<file path="config.mk">
export PLATFORM = sky130hd
export DESIGN_NAME = mc_sequencer_flat
export DESIGN_NICKNAME = d
export VERILOG_FILES = /design/src/rtl/mc_pkg.sv /design/src/rtl/mc_sequencer_if.sv /design/src/rtl/mc_maindec.sv /design/src/rtl/mc_sequencer.sv /design/src/flat_wrapper.sv
export SDC_FILE = /design/constraint.sdc
export NUM_CORES = 1
export LEC_CHECK = 0
export CORE_ASPECT_RATIO = 0.5
export CORE_MARGIN = 2
export CORE_UTILIZATION = 46
export CTS_BUF_LIST = sky130_fd_sc_hd__clkbuf_8
export CTS_CLUSTER_DIAMETER = 100
export DETAILED_ROUTE_END_ITERATION = 10
export PLACE_DENSITY = 0.92
export SETUP_SLACK_MARGIN = 0.1
export SYNTH_ARGS = -nofsm -noshare
export SYNTH_HDL_FRONTEND = slang
export SYNTH_HIERARCHICAL = 1
export SYNTH_SLANG_ARGS = --single-unit
export TNS_END_PERCENT = 1
</file>
<file path="constraint.sdc">
create_clock -name clk -period 2.5 [get_ports clk]
set_clock_uncertainty 0.05 [all_clocks]
set_input_delay 0.25 -clock clk [delete_from_list [all_inputs] [get_ports clk]]
set_output_delay 0.25 -clock clk [all_outputs]
set_load 0.005 [all_outputs]
</file>
<file path="src/rtl/mc_pkg.sv">
// rtl/mc_pkg.sv - shared types and encodings for the multicycle sequencer
package mc_pkg;

    typedef enum logic [1:0] {
        S_FETCH = 2'd0,
        S_EXEC  = 2'd1,
        S_MEM   = 2'd2,
        S_TRAP  = 2'd3
    } state_t;

    localparam logic [6:0] OP_LOAD   = 7'b0000011;
    localparam logic [6:0] OP_IMM    = 7'b0010011;
    localparam logic [6:0] OP_STORE  = 7'b0100011;
    localparam logic [6:0] OP_REG    = 7'b0110011;
    localparam logic [6:0] OP_BRANCH = 7'b1100011;
    localparam logic [6:0] OP_JALR   = 7'b1100111;
    localparam logic [6:0] OP_JAL    = 7'b1101111;

    localparam logic [2:0] IMM_I = 3'b000;
    localparam logic [2:0] IMM_S = 3'b001;
    localparam logic [2:0] IMM_B = 3'b010;
    localparam logic [2:0] IMM_J = 3'b011;

    localparam logic [1:0] ASRC_REG    = 2'b00;
    localparam logic [1:0] ASRC_IMM    = 2'b01;
    localparam logic [1:0] ASRC_PC_IMM = 2'b11;

    typedef struct packed {
        logic [1:0] alu_src;
        logic [2:0] imm_src;
        logic [2:0] alu_select;
        logic       sub_arith;
        logic       alu_result_src;
        logic       result_src;
        logic       pc_src;
        logic       reg_write;
        logic       mem;
        logic       store;
        logic       illegal;
    } ctrl_t;

endpackage

</file>
<file path="src/rtl/mc_sequencer_if.sv">
// rtl/mc_sequencer_if.sv - instruction/data memory handshake bundle
interface mc_sequencer_if;
    logic [31:0] Instr;
    logic        IReady;
    logic        DReady;
    logic        IReq;
    logic        DReq;
    logic        DWrite;

    modport master (input Instr, IReady, DReady, output IReq, DReq, DWrite);
    modport slave  (output Instr, IReady, DReady, input IReq, DReq, DWrite);
endinterface

</file>
<file path="src/rtl/mc_maindec.sv">
// rtl/mc_maindec.sv - combinational decode of the latched instruction
module mc_maindec
    import mc_pkg::*;
(
    input  logic [31:0] ir,
    input  logic        eq,
    input  logic        lt,
    input  logic        ltu,
    output ctrl_t       ctrl
);

    logic [2:0] funct3;
    logic       funct7_5;
    logic       is_slt;
    logic       taken;
    logic       unused_ir_bits;

    assign funct3         = ir[14:12];
    assign funct7_5       = ir[30];
    assign is_slt         = (funct3 == 3'b010) || (funct3 == 3'b011);
    assign unused_ir_bits = ^{ir[31], ir[29:15], ir[11:7]};

    always_comb begin
        taken = 1'b0;
        case (funct3)
            3'b000:  taken = eq;
            3'b001:  taken = !eq;
            3'b100:  taken = lt;
            3'b101:  taken = !lt;
            3'b110:  taken = ltu;
            3'b111:  taken = !ltu;
            default: taken = 1'b0;
        endcase
    end

    always_comb begin
        ctrl = '0;
        case (ir[6:0])
            OP_REG: begin
                ctrl.alu_src    = ASRC_REG;
                ctrl.alu_select = funct3;
                ctrl.reg_write  = 1'b1;
                // add/sub and srl/sra share funct3; bit 30 picks the variant
                ctrl.sub_arith  = (funct3 == 3'b000 || funct3 == 3'b101) ? funct7_5 : is_slt;
            end
            OP_IMM: begin
                ctrl.alu_src    = ASRC_IMM;
                ctrl.imm_src    = IMM_I;
                ctrl.alu_select = funct3;
                ctrl.reg_write  = 1'b1;
                ctrl.sub_arith  = (funct3 == 3'b101) ? funct7_5 : is_slt;
            end
            OP_LOAD: begin
                ctrl.alu_src    = ASRC_IMM;
                ctrl.imm_src    = IMM_I;
                ctrl.result_src = 1'b1;
                ctrl.reg_write  = 1'b1;
                ctrl.mem        = 1'b1;
            end
            OP_STORE: begin
                ctrl.alu_src = ASRC_IMM;
                ctrl.imm_src = IMM_S;
                ctrl.mem     = 1'b1;
                ctrl.store   = 1'b1;
            end
            OP_BRANCH: begin
                ctrl.alu_src = ASRC_PC_IMM;
                ctrl.imm_src = IMM_B;
                ctrl.pc_src  = taken;
                ctrl.illegal = (funct3[2:1] == 2'b01);
            end
            OP_JAL: begin
                ctrl.alu_src        = ASRC_PC_IMM;
                ctrl.imm_src        = IMM_J;
                ctrl.pc_src         = 1'b1;
                ctrl.alu_result_src = 1'b1;
                ctrl.reg_write      = 1'b1;
            end
            OP_JALR: begin
                ctrl.alu_src        = ASRC_IMM;
                ctrl.imm_src        = IMM_I;
                ctrl.pc_src         = 1'b1;
                ctrl.alu_result_src = 1'b1;
                ctrl.reg_write      = 1'b1;
            end
            default: ctrl.illegal = 1'b1;
        endcase
    end

endmodule

</file>
<file path="src/rtl/mc_sequencer.sv">
// rtl/mc_sequencer.sv - multicycle fetch/execute/memory control FSM
module mc_sequencer
    import mc_pkg::*;
(
    input  logic                  clk,
    input  logic                  reset,
    mc_sequencer_if.master        bus,
    input  logic                  Eq,
    input  logic                  LT,
    input  logic                  LTU,
    output logic                  InstrEn,
    output logic                  PCEn,
    output logic                  PCSrc,
    output logic [1:0]            ALUSrc,
    output logic [2:0]            ImmSrc,
    output logic [2:0]            ALUSelect,
    output logic                  SubArith,
    output logic                  ALUResultSrc,
    output logic                  ResultSrc,
    output logic                  RegWrite,
    output logic                  Illegal
);

    state_t      state, next_state;
    logic [31:0] ir;
    ctrl_t       ctrl;
    logic        ireq, dreq, dwrite, drive;

    mc_maindec u_maindec (
        .ir   (ir),
        .eq   (Eq),
        .lt   (LT),
        .ltu  (LTU),
        .ctrl (ctrl)
    );

    always_ff @(posedge clk) begin
        if (reset) begin
            state <= S_FETCH;
        end else begin
            state <= next_state;
        end
    end

    always_ff @(posedge clk) begin
        if (InstrEn) begin
            ir <= bus.Instr;
        end
    end

    always_comb begin
        next_state = state;
        ireq       = 1'b0;
        dreq       = 1'b0;
        dwrite     = 1'b0;
        drive      = 1'b0;
        InstrEn    = 1'b0;
        PCEn       = 1'b0;
        RegWrite   = 1'b0;
        Illegal    = 1'b0;
        if (!reset) begin
            case (state)
                S_FETCH: begin
                    ireq = 1'b1;
                    if (bus.IReady) begin
                        InstrEn    = 1'b1;
                        next_state = S_EXEC;
                    end
                end
                S_EXEC: begin
                    if (ctrl.illegal) begin
                        next_state = S_TRAP;
                    end else if (ctrl.mem) begin
                        drive      = 1'b1;
                        dreq       = 1'b1;
                        dwrite     = ctrl.store;
                        next_state = S_MEM;
                    end else begin
                        drive      = 1'b1;
                        PCEn       = 1'b1;
                        RegWrite   = ctrl.reg_write;
                        next_state = S_FETCH;
                    end
                end
                S_MEM: begin
                    // controls are held from EXEC so the address stays valid while waiting
                    drive  = 1'b1;
                    dreq   = 1'b1;
                    dwrite = ctrl.store;
                    if (bus.DReady) begin
                        PCEn       = 1'b1;
                        RegWrite   = ctrl.reg_write;
                        next_state = S_FETCH;
                    end
                end
                S_TRAP: begin
                    Illegal = 1'b1;
                end
                default: next_state = S_FETCH;
            endcase
        end
    end

    assign bus.IReq     = ireq;
    assign bus.DReq     = dreq;
    assign bus.DWrite   = dwrite;
    assign ALUSrc       = drive ? ctrl.alu_src        : 2'b00;
    assign ImmSrc       = drive ? ctrl.imm_src        : 3'b000;
    assign ALUSelect    = drive ? ctrl.alu_select     : 3'b000;
    assign SubArith     = drive ? ctrl.sub_arith      : 1'b0;
    assign ALUResultSrc = drive ? ctrl.alu_result_src : 1'b0;
    assign ResultSrc    = drive ? ctrl.result_src     : 1'b0;
    assign PCSrc        = drive ? ctrl.pc_src         : 1'b0;

endmodule

</file>
<file path="src/flat_wrapper.sv">
// flat-port wrapper written by rule: the top's interface ports become plain ports
module mc_sequencer_flat import mc_pkg::*;
  (clk, reset, Eq, LT, LTU, InstrEn, PCEn, PCSrc, ALUSrc, ImmSrc, ALUSelect, SubArith, ALUResultSrc, ResultSrc, RegWrite, Illegal, bus_Instr, bus_IReady, bus_DReady, bus_IReq, bus_DReq, bus_DWrite);
  mc_sequencer_if bus_i ();
  input  logic clk;
  input  logic reset;
  input  logic Eq;
  input  logic LT;
  input  logic LTU;
  output logic InstrEn;
  output logic PCEn;
  output logic PCSrc;
  output logic [1:0] ALUSrc;
  output logic [2:0] ImmSrc;
  output logic [2:0] ALUSelect;
  output logic SubArith;
  output logic ALUResultSrc;
  output logic ResultSrc;
  output logic RegWrite;
  output logic Illegal;
  input wire logic [$bits(bus_i.Instr)-1:0] bus_Instr;
  input wire logic [$bits(bus_i.IReady)-1:0] bus_IReady;
  input wire logic [$bits(bus_i.DReady)-1:0] bus_DReady;
  output wire logic [$bits(bus_i.IReq)-1:0] bus_IReq;
  output wire logic [$bits(bus_i.DReq)-1:0] bus_DReq;
  output wire logic [$bits(bus_i.DWrite)-1:0] bus_DWrite;
  assign bus_i.Instr = bus_Instr;
  assign bus_i.IReady = bus_IReady;
  assign bus_i.DReady = bus_DReady;
  assign bus_IReq = bus_i.IReq;
  assign bus_DReq = bus_i.DReq;
  assign bus_DWrite = bus_i.DWrite;
  mc_sequencer u_core (.clk(clk), .reset(reset), .bus(bus_i), .Eq(Eq), .LT(LT), .LTU(LTU), .InstrEn(InstrEn), .PCEn(PCEn), .PCSrc(PCSrc), .ALUSrc(ALUSrc), .ImmSrc(ImmSrc), .ALUSelect(ALUSelect), .SubArith(SubArith), .ALUResultSrc(ALUResultSrc), .ResultSrc(ResultSrc), .RegWrite(RegWrite), .Illegal(Illegal));
endmodule
</file>
Word level (Yosys, flattened, before mapping)
Index checks and enable logic that the tools add are counted.

word-level totals
  RAM bits = 0
  register bits after elaboration = 33
  ROM bits = 0
  bits in latches = 0
  memories = 0
  word-level logic and storage cells = 90

operators by class
  multiply operators = 0
  bitwise operators = 0
  reduce and logical (&&, ||, !) cells = 15
  multiplexer cells = 53
  magnitude comparators = 0
  shifts and indexed selects = 0
  eq/ne operators = 20
  add/sub/neg operators = 0
  divide/modulo/power cells = 0

operators by type and width
  kind                                                                   number
  1-bit 2-to-1 mux                                                       34
  7-bit equality test, second input constant                             3
  7-bit by 6-bit equality test with 1-bit output, second input constant  2
  1-bit case mux with 2 select lines                                     7
  3-bit equality test, second input constant                             4
  2-bit 2-to-1 mux                                                       6
  2-bit case mux with 3 select lines                                     2
  4-bit case mux with 2 select lines                                     1
  7-bit by 2-bit equality test with 1-bit output, second input constant  1
  7-bit by 5-bit equality test with 1-bit output, second input constant  1
  3-bit by 2-bit equality test with 1-bit output, second input constant  2
  1-bit case mux with 6 select lines                                     1
  2-bit OR reduction                                                     3
  6-bit OR reduction                                                     1
  5-bit OR reduction                                                     1
  2-bit by 1-bit equality test with 1-bit output, second input constant  2
  2-bit equality test, second input constant                             2
  2-bit inequality test, second input constant                           2
  2-bit case mux with 2 select lines                                     1
  4-bit OR reduction                                                     1
  3-bit by 1-bit equality test with 1-bit output, second input constant  1
  1-bit zero test                                                        3
  3-bit zero test                                                        1
  3-bit 2-to-1 mux                                                       1
  4 further kinds                                                        5

Depth between registers and ports, before layout
Gate-level depths: netlist of the first run.

  depth in word-level cells = 7
  depth in mapped cells = 8
  mapped depth without buffers = 7

By module
The synthesis of the first run kept the hierarchy.

by module, submodules not included
  module        instances  sequential area each (µm²)  area each (µm²)  cells an instance
  mc_sequencer  1          1001.0                      1326.3           79
  mc_maindec    1          0.0                         257.7            42

Worst setup path after synthesis of the first run
Ideal clock, no wire load.

  path kind = reg2reg
  start point = register u_core.state[1]
  end point = register u_core.ir[0], enable pin
  buffers on the path = 0
  arrival time = 1627 ps
  setup slack = 429 ps
  required time = 2056 ps
  stages on the path, launching flop included = 5
  setup time = 394 ps
  path through = dfxtp_1 > inv_1 > ha_1 > nor2b_1 > and2_1

between the ends
  longest elaborated chain between the ends = 3

RTL lines
  what                      RTL line            source
  start: declaration        mc_sequencer.sv:24  state_t state, next_state;
  start signal: assignment  mc_sequencer.sv:41  state <= next_state;
  2-bit zero test           mc_sequencer.sv:62  case (state)
  1-bit 2-to-1 mux          mc_sequencer.sv:62
  1-bit 2-to-1 mux          mc_sequencer.sv:61  if (!reset) begin
  via InstrEn               flat_wrapper.sv:10  output logic InstrEn;
  end signal: assignment    mc_sequencer.sv:47  ir <= bus.Instr;
  end: declaration          mc_sequencer.sv:25  logic [31:0] ir;

The timed path passes the listed nets, and every way through them passes these cells.
A chain may end at the register's enable or synchronous reset.

==> results of run 1 <==
-- area by class of cell --
| type | instances | area, sq um | area share |
|---|---|---|---|
| clock buffer | 3 | 41.3 | 0.0257 |
| sequential | 13 | 370 | 0.231 |
| inverter | 9 | 36.3 | 0.0226 |
| multi-input combinational | 76 | 614 | 0.382 |
| timing repair buffer | 58 | 508 | 0.316 |
| clock inverter | 1 | 3.75 | 0.00234 |
| tap | 26 | 32.5 | 0.0202 |
-- state kept, by name, summed over array words and instances, names as in the netlist --
signal / count
u_core/state: 2
u_core/ir: 11
-- critical path: stages, from the launching register on --
cell and delay [ns]:
edfxtp_1 0.40, nand2b_4 0.16, or3_4 0.36, inv_4 0.07, o22ai_4 0.08, or3b_1 0.40, a21oi_2 0.17, and2_1 0.16
buf_2 0.13
-- cell usage in the layout (no fill, tap or decap), types with 2 or more instances in the layout --
cell type        instances
a21oi_2                  2
and2_1                  13
and2_4                   5
buf_2                    2
buf_4                   18
buf_6                   11
clkbuf_2                 6
clkbuf_8                 3
clkdlybuf4s50_1         20
dfxtp_1                  2
edfxtp_1                11
ha_1                     5
inv_1                    9
mux2i_1                  2
nand2_1                  4
nand2_2                  2
nand2b_4                 3
nand3_1                  2
nor2_1                   4
nor2b_1                  3
nor4_1                   2
o21ai_0                  5
xor2_1                   3
-- per-layer routing --
layer	track usage	share of wire	vias up	routed length, um
li1	-	-	465	-
met1	0.353	0.40	523	1410
met2	0.543	0.49	60	1750
met3	0.0506	0.092	13	327
met4	0.0900	0.020	0	71
met5	0	0	-	0
-- worst paths after layout --
kind	from	to	slack [ns]	cells after the start
max reg2reg	u_core/ir[4]$_DFFE_PP_	u_core/state[1]$_SDFFE_PP0P_	0.60	7
min	bus_Instr[13]	u_core/ir[13]$_DFFE_PP_	0.50	1
max	u_core/ir[4]$_DFFE_PP_	RegWrite	0.03	8
min reg2reg	u_core/state[0]$_SDFFE_PP0P_	u_core/state[0]$_SDFFE_PP0P_	0.54	2
-- through the flow --
step,utilization,hold WS [ns],TNS [ns]
2_1_floorplan,-,0.299,0
3_3_place_gp,0.746,0.466,-0.0136
3_5_place_dp,0.746,0.486,-0.652
4_1_cts,0.818,0.494,0
5_1_grt,0.840,0.497,-0.161
6_report,0.840,0.502,0
-- timing repair --
item                                    in CTS  in global routing
pin swaps                                    5                  8
gates resized for setup                     40                 41
setup buffers                                5                  3
cloned                                       1                  0
endpoints found under the setup margin      15                 14
-- power by group --
| group | switching [mW] | internal (mW) | leakage (nW) |
|---|---|---|---|
| clock | 0.0856 | 0.109 | 0.0269 |
| combinational | 0.199 | 0.173 | 0.592 |
| sequential | 0.0347 | 0.274 | 0.118 |
| total | 0.319 | 0.556 | 0.737 |
==> reports/metrics.cfg, run 1 <==
[worst_setup_path]
endpoint_kind = output port
critPathRequiredTime_ns = 2.20
cp-start-kind = flop
cp_max_fo = 4
arrival_ns = 2.17
path_class = flop to output port

[hold_path]
worstHoldPathType = input port to flop

[sta]
setup_violations = 0
finalCritPeriodShare = 0.990
slew_violations = 0
final_hold_viol_count = 0
rsz0062_at_grt = true
setup_slack_ns = 0.0262
finalCriticalPeriod_ns = 2.47
fmax_mhz = 404

[clock_network]
clock-sinks = 13
ctsHoldBuffers = 0
cts_buffer_depth = 2
cts_buffers = 3
clkTransAtPathRegs_ns = 0.06
cts_tree = done
cts-htree-levels = 1
clockRootBuffer = clkbuf_8
worstSkewPairLatency_ns = 0.25

[route]
drt_iter0_drc = 46
wl_per_cell_um = 19.2
num_vias = 1061
drt-total-wl_um = 3560
ant_nets = 0
drt_first_pass_iters = 4
via_per_inst = 5.70
drc = 0

[synth]
synthesis.area_sq_um = 953
yosysWarnings = 6
synth_cells = 100
syn_avg_cell_area_sq_um = 9.53
synth_nets = 144

[power_and_ir_drop]
power_mw = 0.875
ir_drop_mv = 0.560
cellPowerDensity_nw_per_um2 = 545
p_leak_nw = 0.737

[layout]
num-fill-cells = 111
design_area_sq_um = 1610
layout.cells.non_filler = 186
synthToLayoutAreaGrowth_pct = 68.5
num_antenna_cells = 0
drive_gt1_frac = 0.381
nets = 205

[place]
io_buffers = 35
dp_slack_ns = -0.0768
gp_congestion = 0.803
place_area_sq_um = 1430
place_inst = 173
dp_hpwl_um = 1980

[run]
maxCapViolCount = 0

[floorplan]
fp.dieW_um = 68.4
core_region_area_sq_um = 1910
io_pins = 58
initial_core_util = 0.498
die-area_sq_um = 2470
rows = 11
die_h_um = 36.2

[global_routing]
grt_overflow = 0
antenna_found_initial = 0
grt_pass1_vias = 1021
grt_pass1_wl_um = 5100
grt_max_degree = 12
grtUsageTotal = 0.296

[status]
outcome = finished clean

Power figures use the tool's default switching activity.
==> inputs of run 2 (changes only) <==
--- a/config.mk
+++ b/config.mk
@@ -11,6 +11,7 @@
 export CTS_BUF_LIST = sky130_fd_sc_hd__clkbuf_8
 export CTS_CLUSTER_DIAMETER = 100
 export DETAILED_ROUTE_END_ITERATION = 10
+export MAX_ROUTING_LAYER = met4
 export PLACE_DENSITY = 0.92
 export SETUP_SLACK_MARGIN = 0.1
 export SYNTH_ARGS = -nofsm -noshare
==> run 2 against run 1 <==
Compared with the run above:
- global-route usage rose by 0.76 points
- power rose by 0.37%
- utilization stayed put
- non-clock buffer count did not move
- first-iteration DRC count increased by 43%
- worst setup slack better by 0.0027 ns
- critical path type unchanged
==> reports/metrics.cfg, run 2 (synthesized netlist as in run 1, its figures left out) <==
[status]
outcome = finished clean

[worst_setup_path]
critPathRequiredTime_ns = 2.20
arrival_ns = 2.17
endpoint_kind = output port
r2r_setup_slack_ns = 0.61
path_class = flop to output port
r2r_start = u_core/ir[4]$_DFFE_PP_
r2r_end = u_core/state[1]$_SDFFE_PP0P_
cp-start-kind = flop
cp_max_fo = 6
ff2ff_path_depth = 7

[clock_network]
cts-htree-levels = 1
cts_buffer_depth = 2
cts_tree = done
clock-sinks = 13
clkTransAtPathRegs_ns = 0.06
cts_buffers = 3
clockRootBuffer = clkbuf_8
ctsHoldBuffers = 0
worstSkewPairLatency_ns = 0.25

[sta]
finalCriticalPeriod_ns = 2.47
final_hold_viol_count = 0
rsz0062_at_grt = true
setup_violations = 0
slew_violations = 0
finalCritPeriodShare = 0.988
whs_ns = 0.500
fmax_mhz = 405

[power_and_ir_drop]
power_switching_mw = 0.322
p_comb_frac = 0.426
ir_drop_mv = 0.562
clkPwrFrac = 0.222
p_leak_nw = 0.737
cellPowerDensity_nw_per_um2 = 547
switching_share = 0.366
power.internal_mw = 0.556
seq_power_share = 0.352

[floorplan]
initial_core_util = 0.498
fp.dieW_um = 68.4
io_pins = 58
rows = 11
core_region_area_sq_um = 1910
die-area_sq_um = 2470
die_h_um = 36.2

[global_routing]
grt_pass1_vias = 1026
grt.met2_usage = 0.543
grt_pass1_wl_um = 5090
grtUsageTotal = 0.304
use_met3 = 0.0538
grt_overflow = 0
use_met1 = 0.349
antenna_found_initial = 0
grt_busiest_layer = met2
grt_max_degree = 12

[layout]
num_antenna_cells = 0
layout_commonest_cell = clkdlybuf4s50_1
drive_gt1_frac = 0.381
largestRegisters = u_core/ir (11), u_core/state (2)
largest-register = u_core/ir
synthToLayoutAreaGrowth_pct = 68.5
final_core_utilization = 0.840
nets = 205
final_cell_mix = clkdlybuf4s50_1 (20), buf_4 (18), and2_1 (13)
largest_reg_flops = 11

[place]
gp_congestion = 0.815
dp_hpwl_um = 1980
io_buffers = 35

[route]
ant_nets = 0
drt_iter0_drc = 66
wl_per_cell_um = 19.3
drc = 0
via_per_inst = 5.66
drt_first_pass_iters = 4
num_vias = 1053
drt-total-wl_um = 3580

[hold_path]
worstHoldPathType = input port to flop
hold_path_end = u_core/ir[13]$_DFFE_PP_
min_from = bus_Instr[13]
hold_depth = 1

[run]
maxCapViolCount = 0

==> run 2: cell counts in the layout (fill, tap and decap cells not counted) <==
No cell type changed its count.
==> run 2: final cells by class <==
type	instances	area [sq um]
multi-input combinational	76	614
clock inverter	1	3.75
inverter	9	36.3
sequential	13	370
clock buffer	3	41.3
tap	26	32.5
fill	111	307
timing repair buffer	58	508
==> run 2: worst max-delay path by stage <==
stage	startpoint	end	slack [ns]	cells past startpoint
3_3_place_gp	u_core/ir[4]$_DFFE_PP_	RegWrite	-0.01	8
3_5_place_dp	u_core/ir[4]$_DFFE_PP_	bus_DWrite	-0.08	9
4_1_cts	u_core/ir[4]$_DFFE_PP_	ALUResultSrc	0.0007	10
5_1_grt	u_core/ir[1]$_DFFE_PP_	SubArith	-0.04	10
2_1_floorplan	u_core/ir[4]$_DFFE_PP_	RegWrite	0.43	7
6_report	u_core/ir[4]$_DFFE_PP_	SubArith	0.03	10
==> run 2: critical path, cell delays in order, from the launching register on <==
cell	delay, ns
edfxtp_1	0.39
nand2b_4	0.16
or3_4	0.35
inv_4	0.07
o22ai_4	0.09
nand2b_4	0.19
a21oi_4	0.21
buf_6	0.15
buf_6	0.09
and2_4	0.14
buf_6	0.09
==> run 2: layer usage <==
metal	wire, um	vias up
li1	-	463
met1	1480	510
met2	1750	65
met3	260	15
met4	85	0
met5	0	-
==> run 2: power groups by stage <==
| stage | logic (mW) | clock network, mW | registers (mW) |
|---|---|---|---|
| 2_1_floorplan | 0.168 | 0 | 0.304 |
| 3_3_place_gp | 0.273 | 0 | 0.304 |
| 3_5_place_dp | 0.290 | 0 | 0.308 |
| 4_1_cts | 0.328 | 0.182 | 0.306 |
| 5_1_grt | 0.394 | 0.209 | 0.310 |
| 6_report | 0.374 | 0.195 | 0.309 |
==> run 2: through the flow <==
step	setup slack [ns]	total power [mW]	instances	setup TNS, ns	area [sq um]
6_report	0.0289	0.878	186	0	1610
4_1_cts	0.000700	0.816	183	0	1560
2_1_floorplan	0.434	0.471	100	0	953
3_5_place_dp	-0.0768	0.597	173	-0.652	1430
3_3_place_gp	-0.0136	0.577	173	-0.0136	1430
5_1_grt	-0.0421	0.913	186	-0.160	1610
==> run 2: repair_timing <==
action	4_1_cts	5_1_grt
pin swaps	5	8
resized for setup	40	41
setup buffers	5	3
setup endpoints to repair	15	14
gates cloned	1	0
==> inputs of run 3 (changes only) <==
--- a/config.mk
+++ b/config.mk
@@ -7,12 +7,12 @@
 export LEC_CHECK = 0
 export CORE_ASPECT_RATIO = 0.5
 export CORE_MARGIN = 2
-export CORE_UTILIZATION = 46
+export CORE_UTILIZATION = 42
 export CTS_BUF_LIST = sky130_fd_sc_hd__clkbuf_8
 export CTS_CLUSTER_DIAMETER = 100
 export DETAILED_ROUTE_END_ITERATION = 10
 export MAX_ROUTING_LAYER = met4
-export PLACE_DENSITY = 0.92
+export PLACE_DENSITY = 0.89
 export SETUP_SLACK_MARGIN = 0.1
 export SYNTH_ARGS = -nofsm -noshare
 export SYNTH_HDL_FRONTEND = slang
==> constraint.sdc (replaced) <==
create_clock -name clk -period 2.2 [get_ports clk]
set_clock_uncertainty 0.05 [all_clocks]
set_input_delay 0.22 -clock clk [delete_from_list [all_inputs] [get_ports clk]]
set_output_delay 0.22 -clock clk [all_outputs]
set_load 0.005 [all_outputs]
==> run 3 against run 2 <==
Compared with the run above:
- the run now ends with setup timing left
- wire length down 7.9%
- via count down 1.6%
- sequential share of layout area down 0.29 points
- sequential power up 13%
- non-clock buffer count up 3
- power up 9.8%
- first-iteration DRC count down 15%
- critical path depth unchanged
- clock power up 8%
- sequential cell count unchanged
- worst setup slack worse by 0.25 ns
- final cell count up 2.7%
- critical endpoint is now ResultSrc
==> reports/metrics.cfg, run 3 (synthesized netlist as in run 1, its figures left out) <==
[status]
outcome = finished, violations left
violations = setup timing

[run]
maxCapViolCount = 0

[route]
drt_first_pass_iters = 4
drt-total-wl_um = 3300
drt_iter0_drc = 56
via_per_inst = 5.42
drc = 0
wl_per_cell_um = 17.3
num_vias = 1036
ant_nets = 0

[layout]
largestRegisters = u_core/ir (11), u_core/state (2)
nets = 208
num_antenna_cells = 0
largest-register = u_core/ir
final_cell_mix = buf_4 (22), clkdlybuf4s50_1 (20), buf_6 (12)
design_area_sq_um = 1630
layout.cells.non_filler = 191
synthToLayoutAreaGrowth_pct = 71.3
multiInputGateArea_sq_um = 609
register_area_sq_um = 372
layout_commonest_cell = buf_4
num-fill-cells = 127
drive_gt1_frac = 0.423
largest_reg_flops = 11

[floorplan]
core_region_area_sq_um = 2180
die-area_sq_um = 2690
initial_core_util = 0.438
rows = 12
fp.dieW_um = 71.4
io_pins = 58
die_h_um = 37.7

[clock_network]
clockRootBuffer = clkbuf_8
worstSkewPairLatency_ns = 0.25
clkTransAtPathRegs_ns = 0.05
clock-sinks = 13
cts_tree = done
cts_buffer_depth = 2
cts_buffers = 3
cts-htree-levels = 1

[sta]
slew_violations = 0
whs_ns = 0.460
finalCriticalPeriod_ns = 2.42
finalCritPeriodShare = 1.10
setup_slack_ns = -0.219
final_hold_viol_count = 0
setup_violations = 14
fmax_mhz = 413
tns_ns = -2.54
rsz0062_at_grt = true

[global_routing]
grt_pass1_vias = 1042
grt_overflow = 0
grtUsageTotal = 0.267
grt_pass1_wl_um = 5030
grt_max_degree = 12
antenna_found_initial = 0

[power_and_ir_drop]
cellPowerDensity_nw_per_um2 = 591
p_leak_nw = 0.751
ir_drop_mv = 0.450

[worst_setup_path]
worstPathCellList = nand2b_4 > or3_4 > inv_4 > o22ai_4 > nand2b_4 > a21oi_4 > buf_6 > buf_6 > and2_4 > buf_6
slowest_delay_ns = 0.39
cp_max_fo = 6
endpoint_kind = output port
cp-start-kind = flop
path_delay_family = simple AND/OR/NAND/NOR gates
path_buf_inv = 4
arrival_ns = 2.15
path_class = flop to output port
cpMaxStageDelayCell = edfxtp_1
critPathMostFrequentCell = buf_6
critPathRequiredTime_ns = 1.93

[place]
place_inst = 177
io_buffers = 35
gp_congestion = 0.839
place_area_sq_um = 1440
dp_hpwl_um = 1950

[hold_path]
worstHoldPathType = flop to flop

-- run 3: cell types whose count changed in the layout (fill, tap and decap cells not counted), sizes merged --
| cell | previous run | this run |
|---|---|---|
| buf | 31 | 41 |
| clkbuf | 9 | 3 |
| dlygate4sd2 | 1 | 0 |
-- run 3: power by group --
part | switching, mW | leakage (nW) | internal [mW] | total, mW
combinational | 0.204 | 0.606 | 0.201 | 0.406
clock | 0.0875 | 0.0269 | 0.123 | 0.211
sequential | 0.0345 | 0.118 | 0.313 | 0.348
-- run 3: area by class of cell --
class | count | area share
flip-flops and latches | 13 | 0.228
inverters | 9 | 0.0222
well taps | 28 | 0.0215
repair buffers | 61 | 0.328
clock inverters | 1 | 0.00230
multi-input cells | 76 | 0.373
clock buffers | 3 | 0.0253
-- run 3: worst paths after layout --
kind	start	end	slack, ns	cells past startpoint
min	u_core/state[0]$_SDFFE_PP0P_	u_core/state[0]$_SDFFE_PP0P_	0.46	2
max reg2reg	u_core/ir[4]$_DFFE_PP_	u_core/state[1]$_SDFFE_PP0P_	0.27	8
min reg2reg	u_core/state[0]$_SDFFE_PP0P_	u_core/state[0]$_SDFFE_PP0P_	0.46	2
max	u_core/ir[4]$_DFFE_PP_	ResultSrc	-0.22	10
-- run 3: timing repair --
action	4_1_cts	5_1_grt
endpoints found under the setup margin	15	16
hold buffers	0	0
setup buffers	8	1
cloned	1	0
pin swaps	11	4
resized for setup	81	13
-- run 3: per-stage QoR --
stage	setup slack (ns)	util	total power [mW]
2_1_floorplan	0.164	-	0.536
3_3_place_gp	-0.208	0.663	0.663
3_5_place_dp	-0.312	0.663	0.674
4_1_cts	-0.200	0.724	0.937
5_1_grt	-0.295	0.750	1.01
6_report	-0.219	0.750	0.964
-- run 3: worst register-to-register path, delay by kind of cell (launching register included) --
| kind | cells | cell delay [ns] |
|---|---|---|
| muxes | 1 | 0.28 |
| buffers and inverters | 2 | 0.23 |
| and+or+nand+nor | 3 | 0.58 |
| AOI/OAI and AO/OA | 2 | 0.30 |
| DFF | 1 | 0.39 |
-- run 3: layer usage --
layer  track usage  up-vias  routed length (um)
met1         0.286      508                1360
li1              -      470                   -
met4         0.142        0                 104
met5             -        -                   0
met3        0.0458       14                 150
met2         0.491       44                1680
